$ cat src/rtl/cpu_pkg.sv
// Shared CPU definitions: bus widths, reset PC and the fetch FSM state encoding.
// The decoder imports the same width constants so jmp_addr and pc always agree.
package cpu_pkg;

    localparam int ADDR_W = 9;
    localparam int DATA_W = 8;
    localparam logic [ADDR_W-1:0] RESET_PC = 9'h000;

    typedef enum logic [2:0] {
        F0    = 3'd0,
        F1    = 3'd1,
        F2    = 3'd2,
        F3    = 3'd3,
        ISSUE = 3'd4,
        WAIT  = 3'd5,
        HALT  = 3'd6
    } fetch_state_e;

endpackage

$ cat src/rtl/instr_fetch_if.sv
// Fetch-side bus: ROM read port, instruction hand-off to the decoder and fetch status.
// master = instr_fetch, slave = ROM/decoder side.
interface instr_fetch_if;
    import cpu_pkg::*;

    // ROM: rom_data returns the word at rom_addr one clock after it is presented.
    logic              rom_rd_en;
    logic [ADDR_W-1:0] rom_addr;
    logic [DATA_W-1:0] rom_data;

    // Handshake: cmd_start is a one-cycle pulse marking instr_byte/operand1/operand2/pc
    // valid; they stay stable until the decoder answers with a one-cycle instr_done
    // (sampled only while waiting), which also qualifies instr_size/jmp_en/jmp_addr/pc_hlt.
    logic [DATA_W-1:0] instr_byte;
    logic [DATA_W-1:0] operand1;
    logic [DATA_W-1:0] operand2;
    logic              cmd_start;
    logic              instr_done;
    logic [1:0]        instr_size;
    logic              jmp_en;
    logic [ADDR_W-1:0] jmp_addr;
    logic              pc_hlt;

    logic [ADDR_W-1:0] pc;
    logic              halted;
    logic              wdog_fault;
    fetch_state_e      dbg_state;

    modport master (
        output rom_rd_en, rom_addr, instr_byte, operand1, operand2, cmd_start,
               pc, halted, wdog_fault, dbg_state,
        input  rom_data, instr_done, instr_size, jmp_en, jmp_addr, pc_hlt
    );

    modport slave (
        input  rom_rd_en, rom_addr, instr_byte, operand1, operand2, cmd_start,
               pc, halted, wdog_fault, dbg_state,
        output rom_data, instr_done, instr_size, jmp_en, jmp_addr, pc_hlt
    );

endinterface

$ cat src/rtl/instr_fetch.sv
// Instruction fetch: owns the PC, reads opcode + two operands from the ROM and hands
// them to the decoder. Optional WAIT watchdog enabled by defining FETCH_WDOG_EN.
module instr_fetch #(
    parameter logic [cpu_pkg::ADDR_W-1:0] RESET_PC = cpu_pkg::RESET_PC
`ifdef FETCH_WDOG_EN
    ,
    parameter int WDOG_CYC = 64
`endif
) (
    input  logic          clk,
    input  logic          sys_rst,
    instr_fetch_if.master bus
);
    import cpu_pkg::*;

    localparam logic [ADDR_W-1:0] ONE = ADDR_W'(1);
    localparam logic [ADDR_W-1:0] TWO = ADDR_W'(2);

    fetch_state_e      r_state, w_state;
    logic [ADDR_W-1:0] r_pc, w_pc;
    logic              r_rd_en, w_rd_en;
    logic [ADDR_W-1:0] r_addr, w_addr;
    logic [DATA_W-1:0] r_instr, w_instr;
    logic [DATA_W-1:0] r_op1, w_op1;
    logic [DATA_W-1:0] r_op2, w_op2;
    logic              r_cmd, w_cmd;
    logic              r_halted, w_halted;
    logic [ADDR_W-1:0] w_step;
    logic [ADDR_W-1:0] w_target;

`ifdef FETCH_WDOG_EN
    localparam int CNT_W = $clog2(WDOG_CYC + 1);
    logic [CNT_W-1:0] r_wcnt, w_wcnt;
    logic             r_wdog, w_wdog;
`endif

    always_ff @(posedge clk or posedge sys_rst) begin
        if (sys_rst) begin
            r_state  <= F0;
            r_pc     <= RESET_PC;
            r_rd_en  <= 1'b0;
            r_addr   <= RESET_PC;
            r_instr  <= '0;
            r_op1    <= '0;
            r_op2    <= '0;
            r_cmd    <= 1'b0;
            r_halted <= 1'b0;
`ifdef FETCH_WDOG_EN
            r_wcnt   <= '0;
            r_wdog   <= 1'b0;
`endif
        end else begin
            r_state  <= w_state;
            r_pc     <= w_pc;
            r_rd_en  <= w_rd_en;
            r_addr   <= w_addr;
            r_instr  <= w_instr;
            r_op1    <= w_op1;
            r_op2    <= w_op2;
            r_cmd    <= w_cmd;
            r_halted <= w_halted;
`ifdef FETCH_WDOG_EN
            r_wcnt   <= w_wcnt;
            r_wdog   <= w_wdog;
`endif
        end
    end

    // Outputs are registered on entry to a state, so each read address is already on
    // the bus during the state that issues it and the data is captured one state later.
    always_comb begin
        w_state  = r_state;
        w_pc     = r_pc;
        w_rd_en  = r_rd_en;
        w_addr   = r_addr;
        w_instr  = r_instr;
        w_op1    = r_op1;
        w_op2    = r_op2;
        w_cmd    = 1'b0;
        w_halted = r_halted;
        w_step   = (bus.instr_size == 2'd0) ? ONE : ADDR_W'(bus.instr_size);
        w_target = bus.jmp_en ? bus.jmp_addr : r_pc + w_step;
`ifdef FETCH_WDOG_EN
        w_wcnt   = r_wcnt;
        w_wdog   = r_wdog;
`endif
        case (r_state)
            F0: begin
                w_rd_en = 1'b1;
                w_addr  = r_pc + ONE;
                w_state = F1;
            end
            F1: begin
                w_instr = bus.rom_data;
                w_addr  = r_pc + TWO;
                w_state = F2;
            end
            F2: begin
                w_op1   = bus.rom_data;
                w_rd_en = 1'b0;
                w_state = F3;
            end
            F3: begin
                w_op2   = bus.rom_data;
                w_cmd   = 1'b1;
                w_state = ISSUE;
            end
            ISSUE: begin
`ifdef FETCH_WDOG_EN
                w_wcnt  = '0;
`endif
                w_state = WAIT;
            end
            WAIT: begin
`ifdef FETCH_WDOG_EN
                w_wcnt = r_wcnt + CNT_W'(1);
`endif
                if (bus.instr_done) begin
                    if (bus.pc_hlt) begin
                        w_halted = 1'b1;
                        w_state  = HALT;
                    end else begin
                        w_pc    = w_target;
                        w_addr  = w_target;
                        w_rd_en = 1'b1;
                        w_state = F0;
                    end
`ifdef FETCH_WDOG_EN
                end else if (r_wcnt == CNT_W'(WDOG_CYC - 1)) begin
                    w_wdog   = 1'b1;
                    w_halted = 1'b1;
                    w_state  = HALT;
`endif
                end
            end
            HALT: begin
                w_state = HALT;
            end
            default: begin
                w_state = F0;
            end
        endcase
    end

    assign bus.rom_rd_en  = r_rd_en;
    assign bus.rom_addr   = r_addr;
    assign bus.instr_byte = r_instr;
    assign bus.operand1   = r_op1;
    assign bus.operand2   = r_op2;
    assign bus.cmd_start  = r_cmd;
    assign bus.pc         = r_pc;
    assign bus.halted     = r_halted;
    assign bus.dbg_state  = r_state;
`ifdef FETCH_WDOG_EN
    assign bus.wdog_fault = r_wdog;
`else
    assign bus.wdog_fault = 1'b0;
`endif

endmodule

$ cat src/flat_wrapper.sv
// flat-port wrapper written by rule: the top's interface ports become plain ports
module instr_fetch_flat import cpu_pkg::*;
#(
    parameter logic [cpu_pkg::ADDR_W-1:0] RESET_PC = cpu_pkg::RESET_PC

)
  (clk, sys_rst, bus_rom_rd_en, bus_rom_addr, bus_instr_byte, bus_operand1, bus_operand2, bus_cmd_start, bus_pc, bus_halted, bus_wdog_fault, bus_dbg_state, bus_rom_data, bus_instr_done, bus_instr_size, bus_jmp_en, bus_jmp_addr, bus_pc_hlt);
  instr_fetch_if bus_i ();
  input  logic clk;
  input  logic sys_rst;
  output wire logic [$bits(bus_i.rom_rd_en)-1:0] bus_rom_rd_en;
  output wire logic [$bits(bus_i.rom_addr)-1:0] bus_rom_addr;
  output wire logic [$bits(bus_i.instr_byte)-1:0] bus_instr_byte;
  output wire logic [$bits(bus_i.operand1)-1:0] bus_operand1;
  output wire logic [$bits(bus_i.operand2)-1:0] bus_operand2;
  output wire logic [$bits(bus_i.cmd_start)-1:0] bus_cmd_start;
  output wire logic [$bits(bus_i.pc)-1:0] bus_pc;
  output wire logic [$bits(bus_i.halted)-1:0] bus_halted;
  output wire logic [$bits(bus_i.wdog_fault)-1:0] bus_wdog_fault;
  output wire logic [$bits(bus_i.dbg_state)-1:0] bus_dbg_state;
  input wire logic [$bits(bus_i.rom_data)-1:0] bus_rom_data;
  input wire logic [$bits(bus_i.instr_done)-1:0] bus_instr_done;
  input wire logic [$bits(bus_i.instr_size)-1:0] bus_instr_size;
  input wire logic [$bits(bus_i.jmp_en)-1:0] bus_jmp_en;
  input wire logic [$bits(bus_i.jmp_addr)-1:0] bus_jmp_addr;
  input wire logic [$bits(bus_i.pc_hlt)-1:0] bus_pc_hlt;
  assign bus_rom_rd_en = bus_i.rom_rd_en;
  assign bus_rom_addr = bus_i.rom_addr;
  assign bus_instr_byte = bus_i.instr_byte;
  assign bus_operand1 = bus_i.operand1;
  assign bus_operand2 = bus_i.operand2;
  assign bus_cmd_start = bus_i.cmd_start;
  assign bus_pc = bus_i.pc;
  assign bus_halted = bus_i.halted;
  assign bus_wdog_fault = bus_i.wdog_fault;
  assign bus_dbg_state = bus_i.dbg_state;
  assign bus_i.rom_data = bus_rom_data;
  assign bus_i.instr_done = bus_instr_done;
  assign bus_i.instr_size = bus_instr_size;
  assign bus_i.jmp_en = bus_jmp_en;
  assign bus_i.jmp_addr = bus_jmp_addr;
  assign bus_i.pc_hlt = bus_pc_hlt;
  instr_fetch #(.RESET_PC(RESET_PC)) u_core (.clk(clk), .sys_rst(sys_rst), .bus(bus_i));
endmodule
$ cat config.mk
export PLATFORM = sky130hd
export DESIGN_NAME = instr_fetch_flat
export DESIGN_NICKNAME = d
export VERILOG_FILES = /design/src/rtl/cpu_pkg.sv /design/src/rtl/instr_fetch_if.sv /design/src/rtl/instr_fetch.sv /design/src/flat_wrapper.sv
export SDC_FILE = /design/constraint.sdc
export NUM_CORES = 1
export LEC_CHECK = 0
export CORE_ASPECT_RATIO = 0.8
export CORE_MARGIN = 2
export CORE_UTILIZATION = 27
export CTS_BUF_LIST = sky130_fd_sc_hd__clkbuf_2 sky130_fd_sc_hd__clkbuf_4 sky130_fd_sc_hd__clkbuf_8
export DETAILED_ROUTE_END_ITERATION = 16
export GPL_TIMING_DRIVEN = 0
export PLACE_DENSITY = 0.57
export SYNTH_ARGS = -nofsm -noshare
export SYNTH_HDL_FRONTEND = slang
export SYNTH_SLANG_ARGS = --single-unit
$ cat constraint.sdc
create_clock -name clk -period 1.7 [get_ports clk]
set_input_delay 0.51 -clock clk [delete_from_list [all_inputs] [get_ports clk]]
set_output_delay 0.51 -clock clk [all_outputs]
set_load 0.02 [all_outputs]
; ---- Word level (Yosys, flattened, before mapping)
; Index checks and enable logic that the tools add are counted.
; W data, S select, Z words.
[word_totals]
reg_bits = 48
out_inout_bits = 49
elab_cells = 41
[op_classes]
add_sub_neg = 3
eq_ne = 8
muxes = 12
bitwise_logic = 1
reduce_logical = 8
[ops]
columns = op, n
row1 = $mux W9, 3
row2 = $pmux W9 S3, 1
row3 = $pmux W3 S7, 1
row4 = $reduce_and A3 Y1, 4
row5 = $add A9 B1 Y9 const B, 1
row6 = $add A9 B2 Y9 const B, 1
row7 = $add A9 B9 Y9, 1
row8 = $eq A3 B3 Y1 const B, 3
row9 = $eq A3 B2 Y1 const B, 2
row10 = $mux W3, 2
row11 = $reduce_bool A3 Y1, 2
row12 = $ne A2 B2 Y1 const B, 2
row13 = $eq A3 B1 Y1 const B, 1
row14 = $logic_not A3 Y1, 1
row15 = $mux W1, 3
row16 = $pmux W1 S3, 1
row17 = $logic_not A2 Y1, 1
row18 = $mux W2, 1
row19 = $not A1 Y1, 1

; ---- Longest topological paths before layout
[logic_depth]
ltp_word = 7
mapped_depth = 8
ltp_nobuf = 8

; ---- Least setup slack after synthesis
; Ideal clock, no wire load.
[synth_path]
path_type = input-to-reg
from = input bus_instr_size[0]
to = register u_core.r_addr[2], in the netlist u_core.bus.rom_addr[2]
setup_ns = 0.147
t_arrival_ns = 1.912
t_required_ns = 1.553
path_slack_ns = -0.359
stages = 7
path_buffers = 0
cell_sequence = nand2b_1 ha_1 fa_1 xor2_1 mux2_2 mux2i_1 o311ai_0
[synth_via]
elab_chain_len = 7
[synth_rtl]
columns = element, line
row1 = from (decl), flat_wrapper.sv:23  ; input wire logic [$bits(bus_i.instr_size)-1:0] bus_instr_size;
row2 = $logic_not A2 Y1, instr_fetch.sv:81  ; w_step = (bus.instr_size == 2'd0) ? ONE : ADDR_W'(bus.instr_size);
row3 = $mux W2 (*), instr_fetch.sv:81
row4 = $add A9 B9 Y9 (*), instr_fetch.sv:82  ; w_target = bus.jmp_en ? bus.jmp_addr : r_pc + w_step;
row5 = $mux W9 (*), instr_fetch.sv:82
row6 = $mux W9 (*), instr_fetch.sv:119  ; if (bus.pc_hlt) begin
row7 = $mux W9 (*), instr_fetch.sv:118  ; if (bus.instr_done) begin
row8 = $pmux W9 S3 (*), instr_fetch.sv:87  ; case (r_state)
row9 = to (signal assigned), instr_fetch.sv:56  ; r_addr <= w_addr;
row10 = to (decl), instr_fetch.sv:22  ; logic [ADDR_W-1:0] r_addr, w_addr;
; Mark *: on every way between the ends. The rest lies on a longest branch, timed or not. The select of a mux whose other input is x is not followed.
; A chain may end at the register's enable or synchronous reset.

; ---- Worst setup path after layout
[layout_path]
from = register u_core.r_pc[1], in the netlist u_core.bus.pc[1]
to = register u_core.r_addr[3], in the netlist u_core.bus.rom_addr[3]
[layout_via]
elab_chain_len = 5
elab_cells_between_ends = 7
cone_classes = add/sub (3) / mux (4)
[layout_rtl]
columns = element, line
row1 = from (decl), instr_fetch.sv:20  ; logic [ADDR_W-1:0] r_pc, w_pc;
row2 = from (signal assigned), instr_fetch.sv:54  ; r_pc <= w_pc;
row3 = $add A9 B9 Y9, instr_fetch.sv:82
row4 = $mux W9, instr_fetch.sv:82
row5 = $mux W9, instr_fetch.sv:119
row6 = $mux W9, instr_fetch.sv:118
row7 = $pmux W9 S3 (*), instr_fetch.sv:87
; Marks and branches as above.

==> flow_summary.yaml <==
power_and_ir_drop:
  p_leak_nw: 1.67
  sequentialPowerShare: 0.293
  swShare: 0.434
  power_density_nw_per_um2: 1890
  p_clk_frac: 0.122
  internal_power_mw: 3.92
  vdd_drop_max_mv: 0.672
  p_switching_mw: 3.01
  combPwrFrac: 0.585
timing:
  hold_violations: 0
  slew_headroom: 0.559
  finClkSkew_ps: 8.80
  fin_crit_ps: 1800
  fmax_ghz: 0.556
  finalCritPeriodShare: 1.06
  setup_slack_ps: -98.1
  worst_pin_slew_ps: 661
  rsz0062_at_grt: "yes"
  slew_violations: 0
  setup_viol: 7
place:
  hpwl_mm: 4.94
  dp.cells: 433
  place.gp.congestion: 0.833
  port_buffers: 70
floorplan:
  fp.dieW_um: 112
  rows: 31
  die-area_um2: 10100
  die-height_um: 90.2
  initial_utilization: 0.277
  core_area_um2: 9040
  ios: 73
yosys:
  synth_adder_area_share: 0.0280
  synth_compound_area_frac: 0.123
  synth_nets: 276
  synthDistinctLibCells: 51
  netlist_area_um2: 2500
  synth-seq-cells: 48
  avgSynthCellArea_um2: 10.1
  synth_top_family_by_area: "simple AND/OR/NAND/NOR gates"
  synth_ff_type: "dfrtp_1"
  synthXorXnorAreaFrac: 0.0420
  ys_seq_area_frac: 0.480
  yosys.area_share.simple: 0.171
  synth_edf_count: 0
  synth.top_cells.by_area: "dfrtp_1 (48%), mux2_2 (8.1%), nand2_1 (6.9%)"
  async_flop_share: 1.00
  synthMuxAreaShare: 0.105
  synth_top_area_share: 0.480
  yosys_warnings: 0
  synth_area_leader_cell: "dfrtp_1"
  syn_inst: 247
layout:
  final_cells: 453
  drive_above_1_share: 0.254
  syn_to_final_growth_pct: 46.0
  diodes: 0
  fin_util: 0.405
  num-nets-final: 366
setup_path:
  cp.required_ps: 1900
  critical_path_class: "flip-flop to flip-flop"
  r2r_slack_ps: -100
  crit_fanout: 4
  endpoint_kind: "flip-flop"
  start_kind: "flip-flop"
  cp.arrival_ps: 2000
clocking:
  htree_levels: 2
  cts_inserted_buffers: 5
  cts_tree: "yes"
  root_buffer: "clkbuf_8"
  path_clk_slew_ps: 100
  cts_buffer_depth: 2
  clock-sinks: 48
  worstSkewPairLatency_ps: 300
global_routing:
  top_usage_layer: "met1"
  antenna_found_initial: 0
  grt_usage: 0.137
  grt_pass1_wl_mm: 11.2
  use_met3: 0.0398
  grt_pass1_vias: 2093
  grt-ovfl-total: 0
  grt.met1_usage: 0.210
  grt_use_met2: 0.190
  grt_max_degree: 30
outcome:
  violations: "negative setup slack"
  status: "finished, violations left"
min_path:
  hp-class: "flip-flop to flip-flop"
detailed_routing:
  drt_first_pass_iters: 4
  vias: 2083
  detail-route-antenna-nets: 0
  detail_route.wirelength_mm: 6.76
  post_drt_wl_per_cell_um: 14.9
  drt_first_iter_violations: 125
  via_per_inst: 4.60
  drc: 0
flow_run:
  max_cap_violations: 0
-- final timing paths --
path                                        start                endpoint  cells after the start
max in group asynchronous                 sys_rst        u_core.bus.pc[1]                      3
worst min-delay path            u_core.bus.halted       u_core.bus.halted                      1
worst max register to register   u_core.bus.pc[1]  u_core.bus.rom_addr[3]                      7
worst max-delay path             u_core.bus.pc[1]  u_core.bus.rom_addr[3]                      7
min in group asynchronous                 sys_rst  u_core.bus.operand1[4]                      2
worst min register to register  u_core.bus.halted       u_core.bus.halted                      1
-- layout make-up --
class | instances | area [um^2]
Fill cell | 932 | 5380
Sequential cell | 48 | 1210
Tap cell | 115 | 144
Timing Repair Buffer | 83 | 768
Inverter | 4 | 18.8
Clock buffer | 5 | 68.8
Multi-Input combinational cell | 178 | 1280
Buffer | 17 | 124
Clock inverter | 3 | 42.5
-- through the flow --
step	setup slack [ps]	power, mW	area (um^2)	TNS, ps	hold WS, ps
after floorplan	-197	4.51	2550	-1020	582
after global placement	-1030	6.12	3400	-61150	458
after detailed placement	-871	6.18	3430	-12670	458
after CTS	-137	6.88	3590	-421	476
after global routing	-185	7.45	3660	-1240	500
final	-98.1	6.93	3660	-391	470
-- registers in the layout, indices dropped and copies added, names as in the netlist --
name and cells:
u_core.bus.rom_addr 9, u_core.bus.cmd_start 1, u_core.bus.pc 9, u_core.bus.operand2 8
u_core.bus.halted 1, u_core.bus.operand1 8, u_core.bus.dbg_state 3, u_core.bus.rom_rd_en 1
u_core.bus.instr_byte 8
-- layout by cell type, fill, tap and decap left out, types with 3 or more instances in the layout --
cell type        synthesis  layout
xnor2_1                  4       4
nor2_1                  13      11
dfrtp_2                  0       4
o211ai_1                 3       3
a21oi_1                  9       9
o21ai_0                 15      10
xor2_1                   8       8
buf_6                    0       3
o21ai_1                  2       6
a22oi_1                  3       3
clkbuf_8                 0       6
dfrtp_1                 48      44
dlygate4sd2_1            0      47
mux2i_1                  6       6
nand3_1                  6       5
nand2_1                 46      44
nand2b_1                 5       3
buf_2                    8       9
buf_4                    5      13
mux2_2                  18      16
nand3b_1                 3       3
clkdlybuf4s50_1          0      20
-- Yosys cell counts (2+ instances only) --
cell,number
a22oi_1,3
buf_4,5
nor2_2,2
nor3_1,2
clkbuf_1,3
a21oi_1,9
o21ai_0,15
mux2i_1,6
nor2b_1,2
buf_2,8
nand2b_1,5
inv_1,3
o211ai_1,3
nor4_1,2
ha_1,4
mux2_2,18
o21ai_1,2
xnor2_1,4
nand3_1,6
xor2_1,8
nand2_1,46
nand3b_1,3
dfrtp_1,48
nor2_1,13
-- cell families after synthesis --
| kind of cell | Yosys count |
|---|---|
| simple gates | 90 |
| fa+ha+maj | 5 |
| buf+inv | 21 |
| other cells | 1 |
| compound gates | 46 |
| mux | 24 |
| flops | 48 |
| xor+xnor | 12 |
-- worst max-delay path, cell delays in order (launching register included) --
cell	delay (ps)
dfrtp_2	440
buf_6	120
ha_4	210
a21oi_4	180
nand2b_4	170
xnor2_1	50
or3_1	300
a32o_1	220
-- layer usage --
layer	wire [um]	vias to the layer above	part of all wire
met1	3490	998	0.52
met2	2840	49	0.42
li1	-	1031	-
met5	0	-	0
met3	381	5	0.056
met4	40	0	0.0059
-- what timing repair did --
action / CTS / global route
setup endpoints to repair: 83 / 36
pin swaps: 7 / 4
buffers inserted: 7 / 5
hold buffers: 0 / 0
gates resized for setup: 75 / 9
-- power groups by stage --
| stage | combinational [mW] | clock (mW) | sequential [mW] |
|---|---|---|---|
| after CTS | 3.95 | 0.889 | 2.04 |
| after detailed placement | 4.06 | 0 | 2.12 |
| final | 4.05 | 0.844 | 2.03 |
| after global routing | 4.42 | 0.921 | 2.11 |
| after floorplan | 1.80 | 0 | 2.71 |
| after global placement | 4.02 | 0 | 2.10 |
No activity file was read; power rests on OpenSTA's default activity.
